[config.mk]
export PLATFORM = sky130hd
export DESIGN_NAME = hurricane_ctrl
export DESIGN_NICKNAME = d
export VERILOG_FILES = /design/src/rtl/hurricane_ctrl.sv
export SDC_FILE = /design/constraint.sdc
export NUM_CORES = 1
export LEC_CHECK = 0
export CAP_MARGIN = 10
export CORE_MARGIN = 5
export CORE_UTILIZATION = 61
export CTS_BUF_LIST = sky130_fd_sc_hd__clkbuf_2 sky130_fd_sc_hd__clkbuf_4 sky130_fd_sc_hd__clkbuf_8
export DETAILED_ROUTE_END_ITERATION = 10
export GPL_TIMING_DRIVEN = 0
export PLACE_DENSITY = 0.83
export SLEW_MARGIN = 20
export SYNTH_ARGS = -nofsm -noshare
export SYNTH_HDL_FRONTEND = slang
export SYNTH_SLANG_ARGS = --single-unit
[constraint.sdc]
create_clock -name clk -period 3.5 [get_ports clk]
set_clock_uncertainty 0.05 [all_clocks]
set_input_delay 0.7 -clock clk [delete_from_list [all_inputs] [get_ports clk]]
set_output_delay 0.7 -clock clk [all_outputs]
set_load 0.05 [all_outputs]
[src/rtl/hurricane_ctrl.sv]
// Hurricane-mode supervisor: runs the timed hurricane phase, an optional menu
// grace period, locks out re-entry until power cycle, and accumulates run time.
module hurricane_ctrl #(
  parameter int CLK_HZ   = 100_000_000,
  parameter int RUN_SEC  = 60,
  parameter int MENU_SEC = 60
) (
  input  logic        clk,
  input  logic        rst,
  input  logic        machine_state,
  input  logic [2:0]  mode_state,
  input  logic        menu_btn,
  output logic        hurricane_mode_enabled,
  output logic        return_state,
  output logic [7:0]  countdown,
  output logic        countdown_active,
  output logic [15:0] cumulative_sec
);

  localparam int PW = (CLK_HZ > 1) ? $clog2(CLK_HZ) : 1;
  localparam logic [PW-1:0] PRE_MAX = PW'(CLK_HZ - 1);

  typedef enum logic [2:0] {
    S_IDLE,
    S_RUN,
    S_MENU_WAIT,
    S_EXIT,
    S_LOCKED
  } state_t;

  state_t        state_q, state_d;
  logic [7:0]    cd_q, cd_d;
  logic          ret_q, ret_d;
  logic          en_q, act_q;
  logic [PW-1:0] pre_q, pre_d;
  logic [PW-1:0] cpre_q, cpre_d;
  logic [15:0]   cum_q, cum_d;
  logic          menu_prev_q;

  logic menu_edge, tick, ctick, hur_sel, counted_mode;

  always_comb begin
    menu_edge    = menu_btn & ~menu_prev_q;
    tick         = (pre_q == PRE_MAX);
    ctick        = (cpre_q == PRE_MAX);
    hur_sel      = (mode_state == 3'b011);
    counted_mode = (mode_state == 3'b001) || (mode_state == 3'b010) ||
                   (mode_state == 3'b011);

    state_d = state_q;
    cd_d    = cd_q;
    ret_d   = ret_q;
    pre_d   = tick ? '0 : pre_q + 1'b1;

    if (!machine_state) begin
      // Power-off is the only way out of LOCKED and overrides everything.
      state_d = S_IDLE;
      cd_d    = 8'd0;
      ret_d   = 1'b0;
      pre_d   = '0;
    end else begin
      case (state_q)
        S_IDLE: begin
          ret_d = 1'b0;
          cd_d  = 8'd0;
          pre_d = '0;
          if (hur_sel) begin
            state_d = S_RUN;
            cd_d    = 8'(RUN_SEC);
          end
        end
        S_RUN: begin
          if (!hur_sel) begin
            state_d = S_LOCKED;
            cd_d    = 8'd0;
            ret_d   = 1'b0;
            pre_d   = '0;
          end else if (menu_edge) begin
            state_d = S_MENU_WAIT;
            cd_d    = 8'(MENU_SEC);
            pre_d   = '0;
          end else if (tick) begin
            if (cd_q == 8'd1) begin
              state_d = S_EXIT;
              ret_d   = 1'b1;
              cd_d    = 8'd0;
            end else begin
              cd_d = cd_q - 8'd1;
            end
          end
        end
        S_MENU_WAIT: begin
          if (!hur_sel) begin
            state_d = S_LOCKED;
            cd_d    = 8'd0;
            ret_d   = 1'b0;
            pre_d   = '0;
          end else if (tick) begin
            if (cd_q == 8'd1) begin
              state_d = S_EXIT;
              ret_d   = 1'b0;
              cd_d    = 8'd0;
            end else begin
              cd_d = cd_q - 8'd1;
            end
          end
        end
        S_EXIT: begin
          pre_d = '0;
          if (!hur_sel) begin
            state_d = S_LOCKED;
            ret_d   = 1'b0;
          end
        end
        S_LOCKED: begin
          pre_d = '0;
          cd_d  = 8'd0;
          ret_d = 1'b0;
        end
        default: begin
          state_d = S_IDLE;
          cd_d    = 8'd0;
          ret_d   = 1'b0;
          pre_d   = '0;
        end
      endcase
    end

    cpre_d = ctick ? '0 : cpre_q + 1'b1;
    cum_d  = cum_q;
    if (ctick && machine_state && counted_mode && (cum_q != 16'hFFFF))
      cum_d = cum_q + 16'd1;
  end

  always_ff @(posedge clk or posedge rst) begin
    if (rst) begin
      state_q     <= S_IDLE;
      cd_q        <= 8'd0;
      ret_q       <= 1'b0;
      en_q        <= 1'b1;
      act_q       <= 1'b0;
      pre_q       <= '0;
      cpre_q      <= '0;
      cum_q       <= 16'd0;
      menu_prev_q <= 1'b0;
    end else begin
      state_q     <= state_d;
      cd_q        <= cd_d;
      ret_q       <= ret_d;
      en_q        <= (state_d != S_EXIT) && (state_d != S_LOCKED);
      act_q       <= (state_d == S_RUN) || (state_d == S_MENU_WAIT);
      pre_q       <= pre_d;
      cpre_q      <= cpre_d;
      cum_q       <= cum_d;
      menu_prev_q <= menu_btn;
    end
  end

  assign hurricane_mode_enabled = en_q;
  assign return_state           = ret_q;
  assign countdown              = cd_q;
  assign countdown_active       = act_q;
  assign cumulative_sec         = cum_q;

endmodule

==> flow_metrics.env <==
export IMPL_fin_ws_ns=0.819
export IMPL_rsz0062_at_grt="no"
export IMPL_hold_viol_final=0
export IMPL_cts_tree="yes"
export IMPL_cp_end_kind="flop"
export IMPL_coreArea_um2=7180
export IMPL_postCtsResizedCells=0
export IMPL_finalMaxSlewViolations=0
export IMPL_clkSlewWorstSetupHoldPaths_ns=0.08
export IMPL_hold_ws_ns=0.440
export IMPL_placementRows=31
export IMPL_yosysTopAreaCellShare_pct=47.4
export IMPL_relSlewSlack_pct=36.0
export IMPL_fin_util_pct=71.7
export IMPL_htreeDepth=3
export IMPL_die_x_um=95.3
export IMPL_vias=3587
export IMPL_ant_nets=0
export IMPL_r2r_cells=5
export IMPL_multi_input_area_um2=2220
export IMPL_p_leak_nw=2.12
export IMPL_required_ns=3.73
export IMPL_grt_pass1_wl_um=16400
export IMPL_startpoint="machine_state"
export IMPL_fillers=560
export IMPL_crit_type="primary input to flop"
export IMPL_areaGrowthSynthToFinish_pct=16.0
export IMPL_drv_cap=0
export IMPL_synth_yosys_seq_area_share_pct=48.0
export IMPL_synthesis_area_um2=4440
export IMPL_drive_above_1_share_pct=5.89
export IMPL_clock_path_buffers=2
export IMPL_post_place_ws_ns=0.476
export IMPL_postRouteWirelength_um=9410
export IMPL_avgSynthCellArea_um2=9.67
export IMPL_synth_seq_cells=85
export IMPL_synth_fp_nets=471
export IMPL_synth_flop_cell="dfrtp_1"
export IMPL_yosys_top_cells_count="dfrtp_1 (84), nor2_1 (65), xnor2_1 (32)"
export IMPL_start_util_pct=61.8
export IMPL_yosys_area_share_simple_pct=28.7
export IMPL_dp_final_hpwl_um=6680
export IMPL_synthArstFlopShare_pct=100
export IMPL_grt_pass1_vias=3473
export IMPL_diodes=0
export IMPL_synthXorXnorAreaFrac_pct=12.2
export IMPL_postCtsSetupRepairBufs=0
export IMPL_synth_top_family_by_area="simple AND/OR/NAND/NOR gates"
export IMPL_tightest_slew_ns=0.951
export IMPL_hold_path_class="flop to flop"
export IMPL_ios=34
export IMPL_antenna_found_initial=0
export IMPL_synth_mux_area_share_pct=0.479
export IMPL_fmax_mhz=373
export IMPL_yosysUniqueCellTypes=52
export IMPL_syn_inst=459
export IMPL_yosys_area_top_type="dfrtp_1"
export IMPL_period_share_pct=76.6
export IMPL_dieArea_um2=9080
export IMPL_r2r_start="cpre_q[17]"
export IMPL_ys_top_cells_by_area="dfrtp_1 (47%), xnor2_1 (6.3%), xor2_1 (5.9%), nor2_1 (5.5%), nand3_1 (3.4%)"
export IMPL_start_kind="primary input"
export IMPL_root_buffer="clkbuf_8"
export IMPL_synthAdderAreaFrac_pct=1.41
export IMPL_crit_arrival_ns=2.91
export IMPL_status="finished, final reports clean"
export IMPL_place_congestion=0.858
export IMPL_peakVddDrop_mv=0.246
export IMPL_drc=0
export IMPL_drt_iter0_drc=155
export IMPL_ff2ff_setup_slack_ns=1.04
export IMPL_finalSetupViolations=0
export IMPL_setup_tns_ns=0
export IMPL_synth_compound_area_share_pct=7.08
export IMPL_cts_sinks=85
export IMPL_viasPerCell=5.90
export IMPL_synth_edf_count=0
export IMPL_die_h_um=95.3
export IMPL_num_nets_final=516
export IMPL_drt_first_pass_iters=4
export IMPL_ctsHoldBuffers=0
export IMPL_crit_fanout=6
export IMPL_grt_max_degree=48
export IMPL_clock_latency_ns=0.35
export IMPL_p_total_mw=1.87
export IMPL_routedWlPerCell_um=15.5
export IMPL_ys_warn_count=0
export IMPL_io_buffers=33
export IMPL_seqCellArea_um2=2130
export IMPL_crit_end="countdown[0]"
export IMPL_min_period_ns=2.68
export IMPL_numCtsBuffers=9
export IMPL_track_usage_pct=23.0
export IMPL_cellPowerDensity_nw_per_um2=363
export IMPL_yosysMostFrequentCell="dfrtp_1"
export IMPL_overflow=0
export IMPL_regToRegEndpoint="cumulative_sec[1]"
-- layout by cell type, fill, tap and decap left out, types with 11 or more instances in the layout --
master           netlist  layout
nand3_1               30      30
and3_1                18      18
and4_1                12      12
nor3_1                16      16
xor2_1                30      30
dfrtp_1               84      84
xnor2_1               32      32
clkdlybuf4s50_1        0      33
nor4_1                12      11
nand4_1               19      19
nor2_1                65      65
nand2_1               29      29
-- per-stage QoR --
| stage | area (um2) | instances |
|---|---|---|
| floorplan | 4440 | 459 |
| finish | 5150 | 608 |
| detailed placement | 4920 | 592 |
| CTS | 5150 | 608 |
| global placement | 4890 | 591 |
| global route | 5150 | 608 |
-- report_power, final --
part | switching [mW] | internal [mW]
sequential | 0.00896 | 0.989
combinational | 0.0607 | 0.0287
clock | 0.344 | 0.437
-- logic make-up after synthesis --
| group | count (synthesis) |
|---|---|
| compound gates | 48 |
| simple gates | 235 |
| buf+inv | 22 |
| xor+xnor | 62 |
| mux | 2 |
| flops | 85 |
| fa+ha+maj | 5 |
-- worst max-delay path, stage by stage --
cell,delay [ns]
clkdlybuf4s50_1,0.53
nand2b_1,0.10
nor3_1,0.55
o21ai_0,0.37
or4_1,0.57
o21ai_0,0.08
-- worst min-delay path by stage --
stage	from	end	slack, ns	depth (start not counted)
floorplan	cpre_q[0]	cpre_q[0]	0.38	1
global placement	cpre_q[0]	cpre_q[0]	0.40	1
global route	cpre_q[0]	cpre_q[0]	0.46	1
CTS	cpre_q[0]	cpre_q[0]	0.44	1
detailed placement	cpre_q[0]	cpre_q[0]	0.42	1
finish	cpre_q[0]	cpre_q[0]	0.44	1
-- routing by layer --
layer,up-vias,track usage [%],routed length (um)
li1,1742,-,-
met4,0,10.7,238
met2,84,36.6,4510
met5,-,0,0
met1,1744,30.8,4290
met3,17,3.95,375
-- state kept, by name (all words and copies together), names as in the netlist --
| signal | cells |
|---|---|
| countdown_active | 1 |
| state_q | 3 |
| countdown | 8 |
| cpre_q | 27 |
| menu_prev_q | 1 |
| return_state | 1 |
| hurricane_mode_enabled | 1 |
| pre_q | 27 |
| cumulative_sec | 16 |
-- cell type report --
class,instances,area share (%)
buffer,11,1.02
clock buffer,12,2.97
clock inverter,4,1.41
inverter,11,0.851
multi-input combinational,352,43.2
sequential,85,41.4
tap,99,2.41
timing repair buffer,34,6.81
Note: power is estimated with default switching activity, not from simulation.
